### src/rtl/mem_arb_pkg.sv
// Shared types and defaults for the IF/MEM memory port arbiter.
package mem_arb_pkg;

    localparam int ADDR_W_DEF = 32;
    localparam int DATA_W_DEF = 32;

    // Arbiter FSM: idle, data access outstanding, fetch outstanding.
    typedef enum logic [1:0] {
        IDLE  = 2'd0,
        DATA  = 2'd1,
        FETCH = 2'd2
    } arb_state_e;

endpackage

### src/rtl/mem_arb_starve_ctr.sv
// Saturating count of data grants taken while a fetch was waiting.
module mem_arb_starve_ctr #(
    parameter int MAX = 4
) (
    input  logic clk,
    input  logic rst_n,
    input  logic inc,
    input  logic clr,
    output logic at_max
);

    localparam logic [3:0] MAX_C = 4'(MAX);

    logic [3:0] cnt_q, cnt_d;

    assign at_max = (cnt_q >= MAX_C);

    // Clear wins over increment; increment saturates at MAX.
    always_comb begin
        cnt_d = cnt_q;
        if (clr)
            cnt_d = 4'd0;
        else if (inc && !at_max)
            cnt_d = cnt_q + 4'd1;
    end

    // Counter register.
    always_ff @(posedge clk or negedge rst_n) begin
        if (!rst_n)
            cnt_q <= 4'd0;
        else
            cnt_q <= cnt_d;
    end

endmodule

### src/rtl/mem_port_arbiter.sv
// Shares one single-port memory between instruction fetch and data access,
// with pipeline stall generation and flush of an in-flight fetch.
module mem_port_arbiter
    import mem_arb_pkg::*;
#(
    parameter int ADDR_W     = ADDR_W_DEF,
    parameter int DATA_W     = DATA_W_DEF,
    parameter int STARVE_MAX = 4
) (
    input  logic              clk,
    input  logic              rst_n,
    input  logic              if_req,
    input  logic [ADDR_W-1:0] if_addr,
    output logic [DATA_W-1:0] if_rdata,
    output logic              if_valid,
    input  logic              d_req,
    input  logic              d_we,
    input  logic [ADDR_W-1:0] d_addr,
    input  logic [DATA_W-1:0] d_wdata,
    output logic [DATA_W-1:0] d_rdata,
    output logic              d_done,
    input  logic              flush,
    output logic              stall_if,
    output logic              stall_all,
    output logic              mem_req,
    output logic              mem_we,
    output logic [ADDR_W-1:0] mem_addr,
    output logic [DATA_W-1:0] mem_wdata,
    input  logic [DATA_W-1:0] mem_rdata,
    input  logic              mem_ready
);

    arb_state_e        state_q;
    logic              discard_q;
    logic              mem_req_q, mem_we_q;
    logic [ADDR_W-1:0] mem_addr_q;
    logic [DATA_W-1:0] mem_wdata_q;
    logic [DATA_W-1:0] if_rdata_q, d_rdata_q;
    logic              if_valid_q, d_done_q;

    logic d_elig, i_elig, at_max;
    logic grant_d, grant_f, starve_inc, complete;

    // A request seen alongside its own completion pulse belongs to the
    // retiring instruction, so it must not start a second access.
    assign d_elig = d_req  & ~d_done_q;
    assign i_elig = if_req & ~if_valid_q;

    // Grant decision in IDLE: data first unless fetch has waited too long.
    always_comb begin
        grant_d    = 1'b0;
        grant_f    = 1'b0;
        starve_inc = 1'b0;
        if (state_q == IDLE) begin
            if (d_elig && (!i_elig || !at_max)) begin
                grant_d    = 1'b1;
                starve_inc = i_elig;
            end else if (i_elig) begin
                grant_f = 1'b1;
            end
        end
    end

    assign complete = mem_req_q & mem_ready;

    mem_arb_starve_ctr #(.MAX(STARVE_MAX)) u_starve (
        .clk    (clk),
        .rst_n  (rst_n),
        .inc    (starve_inc),
        .clr    (grant_f),
        .at_max (at_max)
    );

    // FSM with registered memory-side and response outputs.
    always_ff @(posedge clk or negedge rst_n) begin
        if (!rst_n) begin
            state_q     <= IDLE;
            discard_q   <= 1'b0;
            mem_req_q   <= 1'b0;
            mem_we_q    <= 1'b0;
            mem_addr_q  <= '0;
            mem_wdata_q <= '0;
            if_rdata_q  <= '0;
            d_rdata_q   <= '0;
            if_valid_q  <= 1'b0;
            d_done_q    <= 1'b0;
        end else begin
            if_valid_q <= 1'b0;
            d_done_q   <= 1'b0;
            case (state_q)
                IDLE: begin
                    if (grant_d) begin
                        state_q     <= DATA;
                        mem_req_q   <= 1'b1;
                        mem_we_q    <= d_we;
                        mem_addr_q  <= d_addr;
                        mem_wdata_q <= d_wdata;
                    end else if (grant_f) begin
                        state_q    <= FETCH;
                        mem_req_q  <= 1'b1;
                        mem_we_q   <= 1'b0;
                        mem_addr_q <= if_addr;
                    end
                end
                DATA: begin
                    if (complete) begin
                        state_q   <= IDLE;
                        mem_req_q <= 1'b0;
                        mem_we_q  <= 1'b0;
                        d_done_q  <= 1'b1;
                        if (!mem_we_q)
                            d_rdata_q <= mem_rdata;
                    end
                end
                FETCH: begin
                    // Memory cannot cancel a fetch; a flushed one runs to
                    // completion and its response is simply dropped.
                    if (complete) begin
                        state_q   <= IDLE;
                        mem_req_q <= 1'b0;
                        discard_q <= 1'b0;
                        if (!discard_q && !flush) begin
                            if_rdata_q <= mem_rdata;
                            if_valid_q <= 1'b1;
                        end
                    end else if (flush) begin
                        discard_q <= 1'b1;
                    end
                end
                default: state_q <= IDLE;
            endcase
        end
    end

    assign mem_req   = mem_req_q;
    assign mem_we    = mem_we_q;
    assign mem_addr  = mem_addr_q;
    assign mem_wdata = mem_wdata_q;
    assign if_rdata  = if_rdata_q;
    assign if_valid  = if_valid_q;
    assign d_rdata   = d_rdata_q;
    assign d_done    = d_done_q;

    // Stalls are forced low during reset so every output reads 0 there.
    assign stall_all = rst_n & d_req & ~d_done_q;
    assign stall_if  = rst_n & ((if_req & ~if_valid_q) | stall_all);

endmodule

### config.mk
export PLATFORM = sky130hd
export DESIGN_NAME = mem_port_arbiter
export DESIGN_NICKNAME = d
export VERILOG_FILES = /design/src/rtl/mem_arb_pkg.sv /design/src/rtl/mem_arb_starve_ctr.sv /design/src/rtl/mem_port_arbiter.sv
export SDC_FILE = /design/constraint.sdc
export NUM_CORES = 1
export LEC_CHECK = 0
export CAP_MARGIN = 20
export CORE_MARGIN = 3
export CORE_UTILIZATION = 46
export CTS_CLUSTER_DIAMETER = 120
export DETAILED_ROUTE_END_ITERATION = 8
export PLACE_DENSITY = 0.89
export REMOVE_ABC_BUFFERS = 1
export SYNTH_ARGS = -nofsm -noshare
export SYNTH_HDL_FRONTEND = slang
export SYNTH_HIERARCHICAL = 1
export SYNTH_SLANG_ARGS = --single-unit
### constraint.sdc
create_clock -name clk -period 3.7 [get_ports clk]
set_input_delay 0.925 -clock clk [delete_from_list [all_inputs] [get_ports clk]]
set_output_delay 0.925 -clock clk [all_outputs]
set_load 0.05 [all_outputs]
Word level (Yosys, flattened, before mapping)
Index checks and enable logic that the tools add are counted.
{"block": "word_totals", "inputBits": 135, "regBits": 139, "output_inout_bits": 134, "word_cells": 80}
{"block": "classes", "n_reduce_logical": 23, "n_eq_ne": 5, "mux": 29, "add_sub_neg": 1, "order_cmp": 1, "bitwise": 10}
{"cell": "32-bit 2-to-1 mux", "n": 2}
{"cell": "1-bit 2-to-1 mux", "n": 19}
{"cell": "3-bit AND reduction", "n": 4}
{"cell": "2-bit nonzero test", "n": 5}
{"cell": "4-bit 2-to-1 mux", "n": 2}
{"cell": "2-bit AND reduction", "n": 4}
{"cell": "1-bit AND", "n": 6}
{"cell": "2-bit 2-to-1 mux", "n": 3}
{"cell": "4-bit by 1-bit adder with 4-bit output (second input constant)", "n": 1}
{"cell": "4-bit by 3-bit greater-or-equal comparator with 1-bit output (second input constant)", "n": 1}
{"cell": "1-bit zero test", "n": 4}
{"cell": "1-bit case mux with 2 select lines", "n": 2}
{"cell": "2-bit case mux with 2 select lines", "n": 1}
{"cell": "1-bit logical AND", "n": 3}
{"cell": "3-bit != test (second input constant)", "n": 1}
{"cell": "1-bit inverter", "n": 3}
{"cell": "2-bit by 1-bit equality test with 1-bit output (second input constant)", "n": 1}
{"cell": "2-bit equality test (second input constant)", "n": 1}
{"cell": "2-bit zero test", "n": 1}
{"cell": "2-bit by 1-bit != test with 1-bit output (second input constant)", "n": 1}
{"cell": "2-bit != test (second input constant)", "n": 1}
{"cell": "2-bit OR reduction", "n": 1}
{"cell": "1-bit logical OR", "n": 1}
{"cell": "1-bit bitwise OR", "n": 1}

Depth between registers and ports, before layout
Gate-level depths: netlist of run 1.
{"block": "depth", "word_depth": 10, "depth_mapped": 9, "depth_no_buf": 7}

Modules after synthesis
Netlist of run 1, hierarchy kept.
{"module": "mem_port_arbiter", "instances": 1, "seq_area_each_um2": 3378.2, "area_each_um2": 6214.7, "cells_each": 440}
{"module": "mem_arb_starve_ctr", "instances": 1, "seq_area_each_um2": 100.1, "area_each_um2": 203.9, "cells_each": 17}

Worst setup path before layout of run 1
Ideal clock, no wire load.
{"block": "synth_timing", "kind": "input port to output port", "from": "input if_req", "to": "output stall_if", "arrival_time_ns": 2.161, "path_buffers": 0, "stages": 2, "required_time_ns": 2.775, "slack_ns": 0.614, "cell_sequence": "nand2b_1 > a21boi_0"}
{"block": "synth_via", "elab_chain_len": 3}
{"item": "start: declaration", "line_no": "mem_port_arbiter.sv:12", "rtl": "input logic if_req,"}
{"item": "1-bit AND", "line_no": "mem_port_arbiter.sv:146", "rtl": "assign stall_if = rst_n & ((if_req & ~if_valid_q) | stall_all);"}
{"item": "1-bit bitwise OR", "line_no": "mem_port_arbiter.sv:146"}
{"item": "1-bit AND", "line_no": "mem_port_arbiter.sv:146"}
{"item": "end: declaration", "line_no": "mem_port_arbiter.sv:23", "rtl": "output logic stall_if,"}
Every way passes these cells.

Final worst setup path of run 1
{"block": "layout_timing", "from": "input d_req", "to": "output stall_if"}
{"block": "layout_via", "elab_chain_len": 4}
{"item": "start: declaration", "line_no": "mem_port_arbiter.sv:16", "rtl": "input logic d_req,"}
{"item": "1-bit AND (2 in a row)", "line_no": "mem_port_arbiter.sv:145", "rtl": "assign stall_all = rst_n & d_req & ~d_done_q;"}
{"item": "1-bit bitwise OR", "line_no": "mem_port_arbiter.sv:146"}
{"item": "1-bit AND", "line_no": "mem_port_arbiter.sv:146"}
Every way passes these cells.

==> metrics.yaml, run 1 <==
fin_crit_ns: 3.28
clkTransAtPathRegs_ns: 0.06
slew_viol_final: 0
wl_per_cell_um: 22.3
antenna_cells: 0
cp.arrival_ns: 2.36
cp-end-kind: "output pin"
ys_types: 37
outcome: "completed"
grt_pass1_wl_mm: 30.8
synth-seq-cells: 139
drcViolationCount: 0
drt_iter0_markers: 263
antenna_found_initial: 0
grt_pass1_vias: 5565
coreArea_um2: 13500
dieArea_um2: 15400
io_pins: 269
grt_overflow: 0
syn_avg_cell_area_um2: 14.0
io_buffers: 268
holdBufCountCts: 0
relSlewSlack: 0.341
final.period_utilization: 0.887
numCtsBuffers: 17
grt_usage: 0.264
ys.flop_type: "dfrtp_1"
synthToLayoutAreaGrowth_pct: 53.2
insertion_delay_ns: 0.42
cts_root_buffer: "clkbuf_16"
synthCells: 457
worstPathRequired_ns: 2.77
synthArstFlopShare: 1.00
rsz0062_at_grt: "false"
cts.sinks: 139
hold_class: "primary input to asynchronous set/reset pin"
cp-start-kind: "primary input"
peakVddDrop_mv: 0.784
worst_slew_pin_slew_ns: 0.988
final_cell_mix: "clkdlybuf4s50_1 (265), dfrtp_1 (139), mux2_4 (59)"
die_w_um: 124
total_power_mw: 10.5
drive_gt1_frac: 0.212
setup_viol: 0
max-cap-violations: 0
yosysSeqAreaShare: 0.542
start_util: 0.477
layout_commonest_cell: "clkdlybuf4s50_1"
skew_ns: 0.00666
critPathMaxFanout: 14
grt_max_degree: 78
leakage_nw: 4.27
gp_congestion: 0.765
routed-via-count: 5101
drt_wl_total_mm: 20.1
synth-edff-count: 0
cts_buffer_depth: 2
routed_via_density: 5.64
cts_tree: "built"
report.final.hold_viol_count: 0
cts_setup_buffers: 0
crit_type: "primary input to output pin"
fmax_ghz: 0.305
syn-cell-area_um2: 6420
drtAntennaViolNets: 0
cts_resized: 0
htree_levels: 4
die_h_um: 124
drt-pass1-iter-count: 4
powerDensity_nw_per_um2: 1070
nets: 854
utilization: 0.731
fp-row-count: 42
yosysWarnings: 6
place_hpwl_mm: 13.9
final timing paths:
kind | start | endpoint | slack, ns | cells after the start
worst max-delay path | d_req | stall_if | 0.42 | 4
min in group clk | mem_addr[4]$_DFFE_PN0P_ | mem_addr[4]$_DFFE_PN0P_ | 0.49 | 1
worst min register to register | mem_addr[4]$_DFFE_PN0P_ | mem_addr[4]$_DFFE_PN0P_ | 0.49 | 1
worst max register to register | state_q[0]$_DFFE_PN0P_ | u_starve/cnt_q[0]$_DFFE_PN0P_ | 1.50 | 7
worst min-delay path | rst_n | mem_addr[0]$_DFFE_PN0P_ | 0.31 | 1
max in group asynchronous | rst_n | if_rdata[17]$_DFFE_PN0P_ | 2.19 | 2
Yosys cell counts (2+ instances only):
| master | instances | area (um^2) |
|---|---|---|
| ha_1 | 4 | 50.1 |
| nor2b_1 | 5 | 31.3 |
| a32o_1 | 2 | 20.0 |
| or3b_2 | 2 | 17.5 |
| buf_4 | 4 | 30.0 |
| o32ai_1 | 3 | 26.3 |
| nor2_1 | 4 | 15.0 |
| a31oi_1 | 2 | 12.5 |
| nand2_1 | 2 | 7.51 |
| mux2_4 | 59 | 886 |
| clkbuf_1 | 13 | 48.8 |
| inv_1 | 5 | 18.8 |
| buf_2 | 17 | 85.1 |
| a21oi_1 | 34 | 170 |
| and3b_1 | 2 | 17.5 |
| mux2_2 | 37 | 417 |
| o2bb2ai_1 | 32 | 280 |
| a21boi_0 | 2 | 15.0 |
| dfrtp_1 | 139 | 3480 |
| o221ai_1 | 32 | 280 |
| buf_6 | 8 | 90.1 |
| nand2b_1 | 5 | 31.3 |
| or3b_1 | 30 | 263 |
per-stage QoR:
stage | area, um^2 | hold slack, ns | TNS (ns) | worst slack (ns) | std cells
global route | 9830 | 0.303 | 0 | 0.341 | 904
finish | 9830 | 0.313 | 0 | 0.419 | 904
global placement | 9210 | 0.470 | 0 | 0.487 | 872
CTS | 9830 | 0.302 | 0 | 0.421 | 904
floorplan | 6160 | 0.516 | -0.0392 | -0.0392 | 415
detailed placement | 9210 | 0.478 | 0 | 0.450 | 872
power by group:
| group | switching [mW] | internal [mW] | leakage, nW |
|---|---|---|---|
| logic | 3.69 | 2.27 | 2.26 |
| registers | 0.484 | 2.25 | 1.70 |
| clock network | 0.689 | 1.12 | 0.307 |
| total | 4.86 | 5.65 | 4.27 |
kinds of logic after synthesis:
family	count (synthesis)	synth area share
compound gates	109	0.129
fa+ha+maj	4	0.00780
buf+inv	47	0.0425
flops	139	0.542
mux	98	0.206
simple gates	60	0.0729
critical path: stages:
cell,delay [ns]
clkdlybuf4s50_1,0.73
nand2b_1,0.16
a21boi_0,0.35
buf_12,0.19
metal layers:
metal,vias up,track usage,routed length [um]
li1,2237,-,-
met1,2538,0.308,7450
met2,272,0.441,9990
met3,54,0.0922,1990
met4,0,0.118,698
met5,-,0,0
sequential cells by signal (all words and copies together) (netlist names), 2 cells and up:
name and flops:
d_rdata 32, state_q 2, if_rdata 32, mem_wdata 32, u_starve/cnt_q 4, mem_addr 32
area by class of cell:
| type | count | area (um^2) |
|---|---|---|
| Clock buffer | 20 | 467 |
| Inverter | 5 | 18.8 |
| Tap cell | 176 | 220 |
| Fill cell | 840 | 3620 |
| Multi-Input combinational cell | 271 | 2680 |
| Timing Repair Buffer | 281 | 2810 |
| Sequential cell | 139 | 3480 |
| Clock inverter | 12 | 160 |
(Power assumes the default switching activity.)
==> run 2: changes to the inputs <==
Settings changed: ABC_AREA from default to 1, CORE_UTILIZATION 46 to 45, PLACE_DENSITY 0.89 to 0.9.
==> run 2 against run 1 <==
Power is 11% lower. Maximum frequency is 11% higher. Clock power is 15% lower. Largest cell class unchanged. Final cell count is 26% higher. Design area is 5.2% lower. Register-to-register slack better by 0.11 ns. Wire length is 12% lower. Critical path type unchanged. Largest power group unchanged. Global-route usage is 2.5 points lower.
==> metrics.yaml, run 2 <==
routed-via-count: 5591
synthTopCellsByCount: "nand2_1 (274), dfrtp_1 (139), inv_1 (85)"
fp-row-count: 41
worst_slew_pin_slew_ns: 1.00
numCtsBuffers: 17
fin_crit_ns: 2.95
start_util: 0.466
fin_tns_setup_ns: 0
cts_resized: 0
skew_ns: 0.00562
final.period_utilization: 0.798
gp_congestion: 0.794
synth-edff-count: 0
max_stage_delay_ns: 0.50
dieArea_um2: 14700
synthArstFlopShare: 1.00
fillCellCount: 906
drtAntennaViolNets: 0
cp_slowest_cell: "clkdlybuf4s50_1"
die_h_um: 121
clkTransAtPathRegs_ns: 0.05
peakVddDrop_mv: 0.722
grt_max_degree: 79
critPathTopFamily: "buffers and inverters"
setup_viol: 0
place_hpwl_mm: 12.6
drcViolationCount: 0
fmax_ghz: 0.339
worstPathRequired_ns: 2.77
grt_pass1_wl_mm: 27.6
drt-pass1-iter-count: 5
io_pins: 269
cts_buffer_depth: 2
cts_setup_buffers: 0
drt_iter0_markers: 386
coreArea_um2: 12800
critPathBufInv: 3
cts.sinks: 139
grt_usage: 0.239
path_cells: "clkdlybuf4s50_1, nand2_1, nand2_1, inv_1, nor2_1, buf_12"
synthCells: 697
powerDensity_nw_per_um2: 1000
slew_viol_final: 0
layout_commonest_cell: "nand2_1"
hold_class: "register to register"
rsz0062_at_grt: "false"
wl_per_cell_um: 15.5
drt_wl_total_mm: 17.8
synth-seq-cells: 139
routed_via_density: 4.89
cp-start-kind: "primary input"
antenna_cells: 0
yosysTopAreaCellShare: 0.581
grt_pass1_vias: 5578
insertion_delay_ns: 0.41
synthTopCellsByArea: "dfrtp_1 (58%), nand2_1 (17%), inv_1 (5.3%)"
grt_overflow: 0
syn_avg_cell_area_um2: 8.58
leakage_nw: 4.62
final_cell_mix: "nand2_1 (274), clkdlybuf4s50_1 (265), dfrtp_1 (139)"
cp.arrival_ns: 2.03
synth_top_area_cell: "dfrtp_1"
cp_common_cell: "nand2_1"
cts_root_buffer: "clkbuf_16"
antenna_found_initial: 0
outcome: "completed"
total_power_mw: 9.33
ys_types: 21
drive_gt1_frac: 0.0536
yosysWarnings: 6
io_buffers: 268
cp-end-kind: "output pin"
yosysSeqAreaShare: 0.581
die_w_um: 121
crit_type: "primary input to output pin"
cts_tree: "built"
report.final.hold_viol_count: 0
htree_levels: 4
relSlewSlack: 0.331
synth.most_common_cell: "nand2_1"
critPathMaxFanout: 4
timing.hold.ws_ns: 0.479
nets: 1097
ys.flop_type: "dfrtp_1"
synthToLayoutAreaGrowth_pct: 55.8
holdBufCountCts: 0
max-cap-violations: 0
syn-cell-area_um2: 5980
[run 2: cell types whose count changed after synthesis, sizes merged, moves of 33 or more]
cell / before / now
nand3: 0 / 40
mux2: 97 / 0
a21oi: 34 / 1
nand2: 3 / 277
inv: 5 / 88
o21ai: 2 / 69
[run 2: path summary, 6_finish.rpt]
| check | from | endpoint | cells after the start | slack [ns] |
|---|---|---|---|---|
| worst max register to register | state_q[0]$_DFFE_PN0P_ | if_rdata[28]$_DFFE_PN0P_ | 8 | 1.61 |
| worst min-delay path | mem_wdata[20]$_DFFE_PN0P_ | mem_wdata[20]$_DFFE_PN0P_ | 2 | 0.48 |
| min in group asynchronous | rst_n | mem_wdata[25]$_DFFE_PN0P_ | 2 | 0.68 |
| worst min register to register | mem_wdata[20]$_DFFE_PN0P_ | mem_wdata[20]$_DFFE_PN0P_ | 2 | 0.48 |
| max in group asynchronous | rst_n | if_rdata[20]$_DFFE_PN0P_ | 2 | 2.27 |
| worst max-delay path | if_req | stall_if | 6 | 0.75 |
[run 2: worst register-to-register path, stage by stage (launching register included)]
cell and delay [ns]:
dfrtp_1 0.40, inv_1 0.09, ha_1 0.16, inv_1 0.06, nor2_1 0.12, nand3_2 0.44
buf_4 0.47, nand2_1 0.11, o21ai_0 0.10
[run 2: through the flow]
stage | util | worst slack, ns | instances | area [um^2]
floorplan | - | 0.698 | 662 | 5780
global placement | 0.684 | 0.761 | 1110 | 8770
detailed placement | 0.684 | 0.749 | 1110 | 8770
CTS | 0.725 | 0.745 | 1142 | 9300
global route | 0.727 | 0.684 | 1143 | 9320
finish | 0.727 | 0.747 | 1143 | 9320
[run 2: power breakdown]
group | total (mW) | leakage [nW] | internal (mW) | switching, mW
clock | 1.53 | 0.258 | 0.935 | 0.598
combinational | 5.20 | 2.60 | 1.64 | 3.56
sequential | 2.60 | 1.76 | 2.20 | 0.394
[run 2: kinds of logic after synthesis]
group / Yosys count / share of synthesized area
AOI/OAI and AO/OA: 70 / 0.0592
adders and majority gates: 4 / 0.00837
buffers and inverters: 123 / 0.0885
DFF: 139 / 0.581
and+or+nand+nor: 361 / 0.262
[run 2: layout make-up]
type                       count  area (um^2)  share of cell area
timing repair buffer         277         2780               0.299
clock buffer                  24          462              0.0495
inverter                      88          330              0.0354
sequential                   139         3480               0.373
multi-input combinational    435         1980               0.212
tap                          172          215              0.0231
clock inverter                 8         70.1             0.00752
[run 2: per-layer routing]
metal  vias to the layer above  GRT usage  share of wire
li1                       2668          -              -
met1                      2627      0.277           0.37
met2                       266      0.401           0.49
met3                        30     0.0974           0.11
met4                         0     0.0861          0.024
met5                         -          0              0
==> run 3: changes to the inputs <==
Settings changed: CORE_UTILIZATION 45 to 38, PLACE_DENSITY 0.9 to 0.81.
Clock period 3.7 ns to 2.55 ns, I/O delays scaled along.
==> run 3 against run 2 <==
Wire length fell by 3.0%. Power grew 49%. Combinational power grew 46%. Critical endpoint unchanged. Largest cell class unchanged.
==> metrics.yaml, run 3 (synthesis results as in run 2) <==
outcome: "completed"
drt_iter0_markers: 296
drt-pass1-iter-count: 4
fin_crit_ns: 2.38
skew_ns: 0.00871
leakage_nw: 4.69
dieArea_um2: 17300
crit_type: "primary input to output pin"
seq_power_share: 0.269
relSlewSlack: 0.460
coreArea_um2: 15300
cts_root_buffer: "clkbuf_16"
powerDensity_nw_per_um2: 1460
numCtsBuffers: 17
worst_slew_pin_slew_ns: 0.810
cts_resized: 0
rsz0062_at_grt: "false"
intPower_mw: 7.28
synthToLayoutAreaGrowth_pct: 59.3
place_ws_ns: 0.166
start_util: 0.391
clkTransAtPathRegs_ns: 0.06
worstPathRequired_ns: 1.91
slew_viol_final: 0
htree_levels: 4
final_cell_area_um2: 9530
io_pins: 269
grt_max_degree: 140
holdBufCountCts: 0
antenna_found_initial: 0
fmax_ghz: 0.419
critPathMaxFanout: 4
grt_overflow: 0
regArea_um2: 3480
drt_wl_total_mm: 17.2
fp-row-count: 45
cts_tree: "built"
final_cell_mix: "nand2_1 (274), clkdlybuf4s50_1 (265), dfrtp_1 (139)"
fin_ws_ns: 0.166
switching_share: 0.476
antenna_cells: 0
fillCellCount: 1277
comb_power_share: 0.548
grt_pass1_vias: 5413
max-cap-violations: 0
wl_per_cell_um: 14.5
nets: 1099
cts_buffer_depth: 2
hold_class: "primary input to asynchronous set/reset pin"
routed_via_density: 4.56
grt_usage: 0.201
gp_congestion: 0.814
setup_viol: 0
cp-end-kind: "output pin"
cp.arrival_ns: 1.75
dpl_cell_area_um2: 8910
cts_setup_buffers: 0
io_buffers: 268
drcViolationCount: 0
place_hpwl_mm: 12.0
drive_gt1_frac: 0.0586
multi_input_area_um2: 1980
cts.sinks: 139
p_switching_mw: 6.61
die_w_um: 131
final.period_utilization: 0.935
insertion_delay_ns: 0.41
peakVddDrop_mv: 0.932
pwr-share-clk: 0.183
routed-via-count: 5398
report.final.hold_viol_count: 0
grt_pass1_wl_mm: 28.1
layout_commonest_cell: "nand2_1"
die_h_um: 131
cp-start-kind: "primary input"
drtAntennaViolNets: 0
## run 3: layout make-up
class / instances / area share
clock inverter: 9 / 0.0143
inverter: 88 / 0.0347
multi-input combinational: 435 / 0.208
sequential: 139 / 0.365
timing repair buffer: 279 / 0.300
tap: 211 / 0.0277
clock buffer: 23 / 0.0502
## run 3: metrics by stage
stage | utilization | total power [mW] | instances | hold WS, ns | setup TNS (ns)
final | 0.622 | 13.9 | 1184 | 0.289 | 0
after global routing | 0.622 | 14.6 | 1184 | 0.376 | 0
after CTS | 0.622 | 14.0 | 1184 | 0.376 | 0
after detailed placement | 0.582 | 11.4 | 1152 | 0.464 | 0
after global placement | 0.582 | 11.3 | 1152 | 0.462 | 0
after floorplan | - | 8.49 | 662 | 0.342 | -5.51
## run 3: power groups by stage
stage                     registers, mW  clock network [mW]  logic (mW)
after floorplan                    7.04                   0        1.45
after CTS                          3.74                2.61        7.68
final                              3.73                2.54        7.61
after global placement             3.71                   0        7.58
after global routing               3.86                2.72        8.05
after detailed placement           3.75                   0        7.66
## run 3: layer usage
metal  global-route usage  part of all wire
met1                0.242              0.42
met2                0.332              0.47
met3               0.0896             0.097
met4               0.0508             0.012
met5                    0                 0
## run 3: worst paths after layout
kind | end | depth (start not counted) | start | slack (ns)
worst max-delay path | stall_if | 6 | if_req | 0.17
worst min-delay path | mem_addr[0]$_DFFE_PN0P_ | 2 | rst_n | 0.29
worst max register to register | u_starve/cnt_q[1]$_DFFE_PN0P_ | 8 | u_starve/cnt_q[2]$_DFFE_PN0P_ | 0.85
worst min register to register | mem_wdata[26]$_DFFE_PN0P_ | 2 | mem_wdata[26]$_DFFE_PN0P_ | 0.48
max in group asynchronous | d_rdata[30]$_DFFE_PN0P_ | 2 | rst_n | 1.60
min in group clk | mem_wdata[26]$_DFFE_PN0P_ | 2 | mem_wdata[26]$_DFFE_PN0P_ | 0.48
## run 3: worst max-delay path, stage by stage
cell and delay, ns:
clkdlybuf4s50_1 0.49, nand2_1 0.12, nand2_1 0.12, inv_1 0.05, nor2_1 0.17, buf_12 0.16
